### src/rtl/image_quan_para_loader_if.sv
// image_quan_para_loader_if: start/config, parameter stream and table-write signals of the loader
interface image_quan_para_loader_if #(
    parameter int WIDTH_S_DATA = 64,
    parameter int WIDTH_PARA = 256,
    parameter int WIDTH_ADDR = 6
);
    logic Start;
    logic [WIDTH_ADDR-1:0] Start_Addr_REG;
    logic [WIDTH_ADDR-1:0] Para_Num_REG;
    logic S_Valid;
    logic [WIDTH_S_DATA-1:0] S_Data;
    logic S_Ready;
    logic [WIDTH_ADDR-1:0] weight_addrb;
    logic [WIDTH_PARA-1:0] weight_data_in;
    logic Wr_Valid;
    logic Busy;
    logic Load_Done;
    modport master (
        output Start, Start_Addr_REG, Para_Num_REG, S_Valid, S_Data,
        input S_Ready, weight_addrb, weight_data_in, Wr_Valid, Busy, Load_Done
    );
    modport slave (
        input Start, Start_Addr_REG, Para_Num_REG, S_Valid, S_Data,
        output S_Ready, weight_addrb, weight_data_in, Wr_Valid, Busy, Load_Done
    );
endinterface

### src/rtl/image_quan_para_loader.sv
// image_quan_para_loader: packs 4 stream beats per 256-bit word and writes consecutive quantisation-table addresses
module image_quan_para_loader #(
    parameter int WIDTH_S_DATA = 64,
    parameter int WIDTH_PARA = 256,
    parameter int WIDTH_ADDR = 6,
    parameter int PARA_DEPTH = 45
) (
    input logic clk,
    input logic rst,
    image_quan_para_loader_if.slave bus
);
    typedef enum logic [1:0] {IDLE, LOAD, DONE} state_t;
    state_t state, state_nxt;
    logic [WIDTH_ADDR-1:0] base, num, word_cnt, cur_addr;
    logic [1:0] beat_cnt;
    logic [WIDTH_PARA-WIDTH_S_DATA-1:0] pack;
    logic accept, last_beat, last_word;
    assign cur_addr = base + word_cnt;
    assign accept = bus.S_Valid && bus.S_Ready;
    assign last_beat = accept && beat_cnt == 2'd3;
    assign last_word = word_cnt == num - 1'b1;
    assign bus.S_Ready = state == LOAD;
    assign bus.Busy = state != IDLE;
    assign bus.Load_Done = state == DONE;
    always_ff @(posedge clk) begin
        if (!rst) state <= IDLE;
        else state <= state_nxt;
    end
    always_comb begin
        state_nxt = IDLE;
        if (state == IDLE) state_nxt = bus.Start ? (bus.Para_Num_REG != '0 ? LOAD : DONE) : IDLE;
        else if (state == LOAD) state_nxt = last_beat && last_word ? DONE : LOAD;
    end
    // Address/data only change on an emitted word so the consumer's every-cycle write stays idempotent.
    always_ff @(posedge clk) begin
        if (!rst) begin
            base <= '0;
            num <= '0;
            word_cnt <= '0;
            beat_cnt <= '0;
            pack <= '0;
            bus.weight_addrb <= '0;
            bus.weight_data_in <= '0;
            bus.Wr_Valid <= 1'b0;
        end else begin
            bus.Wr_Valid <= 1'b0;
            if (state == IDLE && bus.Start) begin
                base <= bus.Start_Addr_REG;
                num <= bus.Para_Num_REG;
                word_cnt <= '0;
                beat_cnt <= '0;
            end
            if (accept) begin
                beat_cnt <= beat_cnt + 1'b1;
                for (int i = 0; i < 3; i++)
                    if (beat_cnt == 2'(i)) pack[i*WIDTH_S_DATA +: WIDTH_S_DATA] <= bus.S_Data;
                if (beat_cnt == 2'd3) begin
                    word_cnt <= word_cnt + 1'b1;
                    if (cur_addr <= WIDTH_ADDR'(PARA_DEPTH - 1)) begin
                        bus.weight_addrb <= cur_addr;
                        bus.weight_data_in <= {bus.S_Data, pack};
                        bus.Wr_Valid <= 1'b1;
                    end
                end
            end
        end
    end
endmodule

### src/flat_wrapper.sv
// flat-port wrapper written by rule: the top's interface ports become plain ports
module image_quan_para_loader_flat 
#(
    parameter int WIDTH_S_DATA = 64,
    parameter int WIDTH_PARA = 256,
    parameter int WIDTH_ADDR = 6,
    parameter int PARA_DEPTH = 45
)
  (clk, rst, bus_Start, bus_Start_Addr_REG, bus_Para_Num_REG, bus_S_Valid, bus_S_Data, bus_S_Ready, bus_weight_addrb, bus_weight_data_in, bus_Wr_Valid, bus_Busy, bus_Load_Done);
  image_quan_para_loader_if #(.WIDTH_S_DATA(WIDTH_S_DATA), .WIDTH_PARA(WIDTH_PARA), .WIDTH_ADDR(WIDTH_ADDR)) bus_i ();
  input logic clk;
  input logic rst;
  input wire logic [$bits(bus_i.Start)-1:0] bus_Start;
  input wire logic [$bits(bus_i.Start_Addr_REG)-1:0] bus_Start_Addr_REG;
  input wire logic [$bits(bus_i.Para_Num_REG)-1:0] bus_Para_Num_REG;
  input wire logic [$bits(bus_i.S_Valid)-1:0] bus_S_Valid;
  input wire logic [$bits(bus_i.S_Data)-1:0] bus_S_Data;
  output wire logic [$bits(bus_i.S_Ready)-1:0] bus_S_Ready;
  output wire logic [$bits(bus_i.weight_addrb)-1:0] bus_weight_addrb;
  output wire logic [$bits(bus_i.weight_data_in)-1:0] bus_weight_data_in;
  output wire logic [$bits(bus_i.Wr_Valid)-1:0] bus_Wr_Valid;
  output wire logic [$bits(bus_i.Busy)-1:0] bus_Busy;
  output wire logic [$bits(bus_i.Load_Done)-1:0] bus_Load_Done;
  assign bus_i.Start = bus_Start;
  assign bus_i.Start_Addr_REG = bus_Start_Addr_REG;
  assign bus_i.Para_Num_REG = bus_Para_Num_REG;
  assign bus_i.S_Valid = bus_S_Valid;
  assign bus_i.S_Data = bus_S_Data;
  assign bus_S_Ready = bus_i.S_Ready;
  assign bus_weight_addrb = bus_i.weight_addrb;
  assign bus_weight_data_in = bus_i.weight_data_in;
  assign bus_Wr_Valid = bus_i.Wr_Valid;
  assign bus_Busy = bus_i.Busy;
  assign bus_Load_Done = bus_i.Load_Done;
  image_quan_para_loader #(.WIDTH_S_DATA(WIDTH_S_DATA), .WIDTH_PARA(WIDTH_PARA), .WIDTH_ADDR(WIDTH_ADDR), .PARA_DEPTH(PARA_DEPTH)) u_core (.clk(clk), .rst(rst), .bus(bus_i));
endmodule
### config.mk
export PLATFORM = sky130hd
export DESIGN_NAME = image_quan_para_loader_flat
export DESIGN_NICKNAME = d
export VERILOG_FILES = /design/src/rtl/image_quan_para_loader_if.sv /design/src/rtl/image_quan_para_loader.sv /design/src/flat_wrapper.sv
export SDC_FILE = /design/constraint.sdc
export NUM_CORES = 1
export LEC_CHECK = 0
export CORE_MARGIN = 2
export CORE_UTILIZATION = 28
export CTS_BUF_LIST = sky130_fd_sc_hd__clkbuf_8 sky130_fd_sc_hd__clkbuf_16
export DETAILED_ROUTE_END_ITERATION = 10
export HOLD_SLACK_MARGIN = 0.15
export PLACE_DENSITY_LB_ADDON = 0.25
export SYNTH_ARGS = -nofsm -noshare
export SYNTH_HDL_FRONTEND = slang
export SYNTH_SLANG_ARGS = --single-unit
export TNS_END_PERCENT = 20
### constraint.sdc
create_clock -name clk -period 2.4 [get_ports clk]
set_input_delay 0.48 -clock clk [delete_from_list [all_inputs] [get_ports clk]]
set_output_delay 0.48 -clock clk [all_outputs]
set_load 0.01 [all_outputs]
==> flow_metrics.tcl <==
set metrics [dict create \
    outcome "complete, but fails checks" \
    violations "negative setup slack" \
    synth_xor_area_share_pct 0.610 \
    switching_power_mw 3.99 \
    io_pins 346 \
    rows 94 \
    worst_slack_ns -0.111 \
    die_h_microns 262 \
    p_leak_nw 10.7 \
    period_needed_ns 2.51 \
    ctsHtreeMaxLevel 2 \
    routedWlPerCell_microns 16.2 \
    critPathKind "flip-flop to flip-flop" \
    grt_first_pass_wirelength_microns 85900 \
    syn_nets 2232 \
    grt-ovfl-total 0 \
    dr.pass1.iters 5 \
    numCtsBuffers 55 \
    vias 15200 \
    synth_top_family_by_area "simple AND/OR/NAND/NOR gates" \
    final_common_cell "nand2_1" \
    wl_met3_microns 2860 \
    rsz0062_at_grt "yes" \
    synth_seq_area_share_pct 51.1 \
    hold_buffers 0 \
    syn_to_final_growth_pct 38.9 \
    clk_path_buf_depth 3 \
    setup_viol 154 \
    hold_path_class "input port to flip-flop" \
    yosysTopAreaCellShare_pct 51.1 \
    drcViolationCount 0 \
    synthCells 2140 \
    yosys-mux-area-fraction_pct 14.0 \
    ys_top_cells_by_area "dfxtp_1, nand2_1, mux2i_1, a21boi_0, clkbuf_1" \
    first_global_vias 15300 \
    synth.distinct_cells 33 \
    ff2ff_setup_slack_ns -0.11 \
    antenna_found_initial 0 \
    clk_latency_ns 0.60 \
    clkSinkCount 477 \
    placed_area_sq_um 23500 \
    period_share_pct 105 \
    p_clk_share_pct 48.2 \
    worstSetupStartpoint "u_core.base[0]" \
    final_nets 2577 \
    cts_tree "built" \
    start_util_pct 28.4 \
    synth_compound_area_share_pct 9.01 \
    grt_max_degree 79 \
    grt_usage_pct 15.5 \
    dr.max_layer_used "met4" \
    maxCapViolations 0 \
    num-fill-cells 6542 \
    clk_pin_slew_ns 0.06 \
    dp_hpwl_microns 36600 \
    holdWs_ns 0.378 \
    ys_ff_latch 477 \
    pwr-share-seq_pct 46.8 \
    powerDensity_nw_per_um2 663 \
    synth_top_area_cell "dfxtp_1" \
    rr_startpoint "u_core.base[0]" \
    wl_microns 55100 \
    synth_fa_ha_area_share_pct 0.844 \
    cts_root_buffer "clkbuf_16" \
    drt_iter0_markers 683 \
    hold_viol_final 0 \
    critPathMaxFanout 8 \
    arrival_ns 3.02 \
    synthesis.area_sq_um 18700 \
    worst_ep_required_time_ns 2.91 \
    cp-start-kind "flip-flop" \
    drive_above_1_share_pct 8.43 \
    diodes 0 \
    core_sq_um 65900 \
    skew_ns 0.0251 \
    viasPerCell 4.49 \
    port-buffer-count 345 \
    stdcell_count 3392 \
    relSlewSlack_pct 59.4 \
    yosysWarnings 0 \
    p_int_mw 13.2 \
    endpoint "u_core.bus.weight_data_in[86]" \
    m1WireLength_microns 24300 \
    r2r_end "u_core.bus.weight_data_in[86]" \
    ff2ff_path_depth 13 \
    fp.dieW_microns 262 \
    globalplace.congestion 0.759 \
    irDropWorstVdd_mv 0.449 \
    drv_slew 0 \
    switching_share_pct 23.2 \
    synthSimpleGateAreaFrac_pct 20.2 \
    end_kind "flip-flop" \
    layout_common_cells "nand2_1, dfxtp_1, clkdlybuf4s50_1" \
    finalPower_mw 17.2 \
    fmax_mhz 398 \
    fin_area_sq_um 25900 \
    avgSynthCellArea_sq_um 8.73 \
    worst_slew_pin_slew_ns 0.609 \
    final_antenna_net_count 0 \
    dpl.cell_count 3265 \
    combPwrFrac_pct 5.0 \
    dieArea_sq_um 68800 \
    dr_wl_met2_microns 26600 \
]
==> per-layer routing <==
layer  up-vias  global-route usage (%)
met5         -                       0
met1      7243                    18.8
met3        89                    3.85
li1       7579                       -
met4         0                    4.41
met2       305                    26.9
==> worst min-delay path by stage <==
stage                          from                              to  slack [ns]  cells past startpoint
global placement    u_core.pack[98]   u_core.bus.weight_data_in[98]        0.44                      2
finish                          rst  u_core.bus.weight_data_in[192]        0.38                      3
detailed placement  u_core.pack[94]   u_core.bus.weight_data_in[94]        0.45                      2
floorplan            u_core.pack[0]    u_core.bus.weight_data_in[0]        0.43                      2
global route                    rst  u_core.bus.weight_data_in[192]        0.39                      3
CTS                             rst  u_core.bus.weight_data_in[192]        0.37                      3
==> synthesized netlist by cell type <==
library cell	count
nor3_1	3
nand3_1	8
a311oi_2	1
and2_1	6
and3_1	1
inv_1	8
mux2i_1	262
nor2b_1	7
dfxtp_1	477
nor4_1	1
a31oi_1	1
nand2_1	939
ha_1	11
nand4_1	3
a31o_2	1
buf_6	20
buf_2	12
or2_2	1
a22oi_1	2
fa_1	1
o211a_1	1
xnor2_1	10
o21ai_0	5
buf_1	16
clkbuf_1	107
a21boi_0	206
and3b_1	1
a21o_1	1
xor2_1	3
nand2b_1	3
a21oi_1	8
nor2_1	13
a21oi_2	1
==> critical path, stage by stage, from the launching register on <==
cell and delay, ns:
dfxtp_2 0.35, ha_4 0.14, inv_2 0.04, fa_2 0.34, nand2b_4 0.15, a21oi_2 0.13
xor2_1 0.23, a311oi_2 0.09, a21oi_4 0.18, buf_6 0.14, buf_8 0.13, buf_12 0.16
buf_8 0.15, mux2i_1 0.21
==> sequential cells by signal, indices dropped and copies added, names as in the netlist <==
name and flops:
u_core.base 6, u_core.beat_cnt 2, u_core.bus.Wr_Valid 1, u_core.bus.weight_addrb 6, u_core.bus.weight_data_in 256, u_core.num 6
u_core.pack 192, u_core.state 2, u_core.word_cnt 6
==> cells by family (layout without fill, tap and decap cells) <==
kind of cell | count (synthesis) | after routing
and+or+nand+nor | 986 | 986
DFF | 477 | 477
muxes | 262 | 262
AOI/OAI and AO/OA | 227 | 227
buffers and inverters | 163 | 551
xor gates and xnor gates | 13 | 13
adders and majority gates | 12 | 12
==> power groups by stage <==
stage	logic [mW]	clock network, mW	registers (mW)
finish	0.861	8.28	8.05
global route	0.950	8.87	8.06
CTS	0.872	8.55	8.05
detailed placement	0.865	0	8.23
global placement	0.850	0	8.22
floorplan	0.443	0	8.21
==> what timing repair did <==
item,4_1_cts,5_1_grt
endpoints found under the setup margin,261,262
pin swaps,3,7
resized for setup,38,16
cloned,7,6
setup buffers,15,3
hold endpoints to repair,0,0
==> final cells by class <==
cell class                      count  area, sq um  share of cell area (%)
Sequential cell                   477         9550                    36.8
Multi-Input combinational cell   1500         8440                    32.5
Timing Repair Buffer              443         5040                    19.4
Clock buffer                       63         1490                    5.73
Tap cell                          864         1080                    4.17
Clock inverter                     37          305                    1.18
Inverter                            8         30.0                   0.116
==> stage by stage <==
| stage | setup TNS [ns] | util (%) | setup WS, ns |
|---|---|---|---|
| after floorplan | 0 | - | 0.0206 |
| after global placement | -30.21 | 35.7 | -0.186 |
| after detailed placement | -37.70 | 35.7 | -0.255 |
| after CTS | -21.08 | 39.1 | -0.158 |
| after global routing | -29.60 | 39.4 | -0.207 |
| final | -7.01 | 39.4 | -0.111 |
Power figures use the tool's default switching activity.
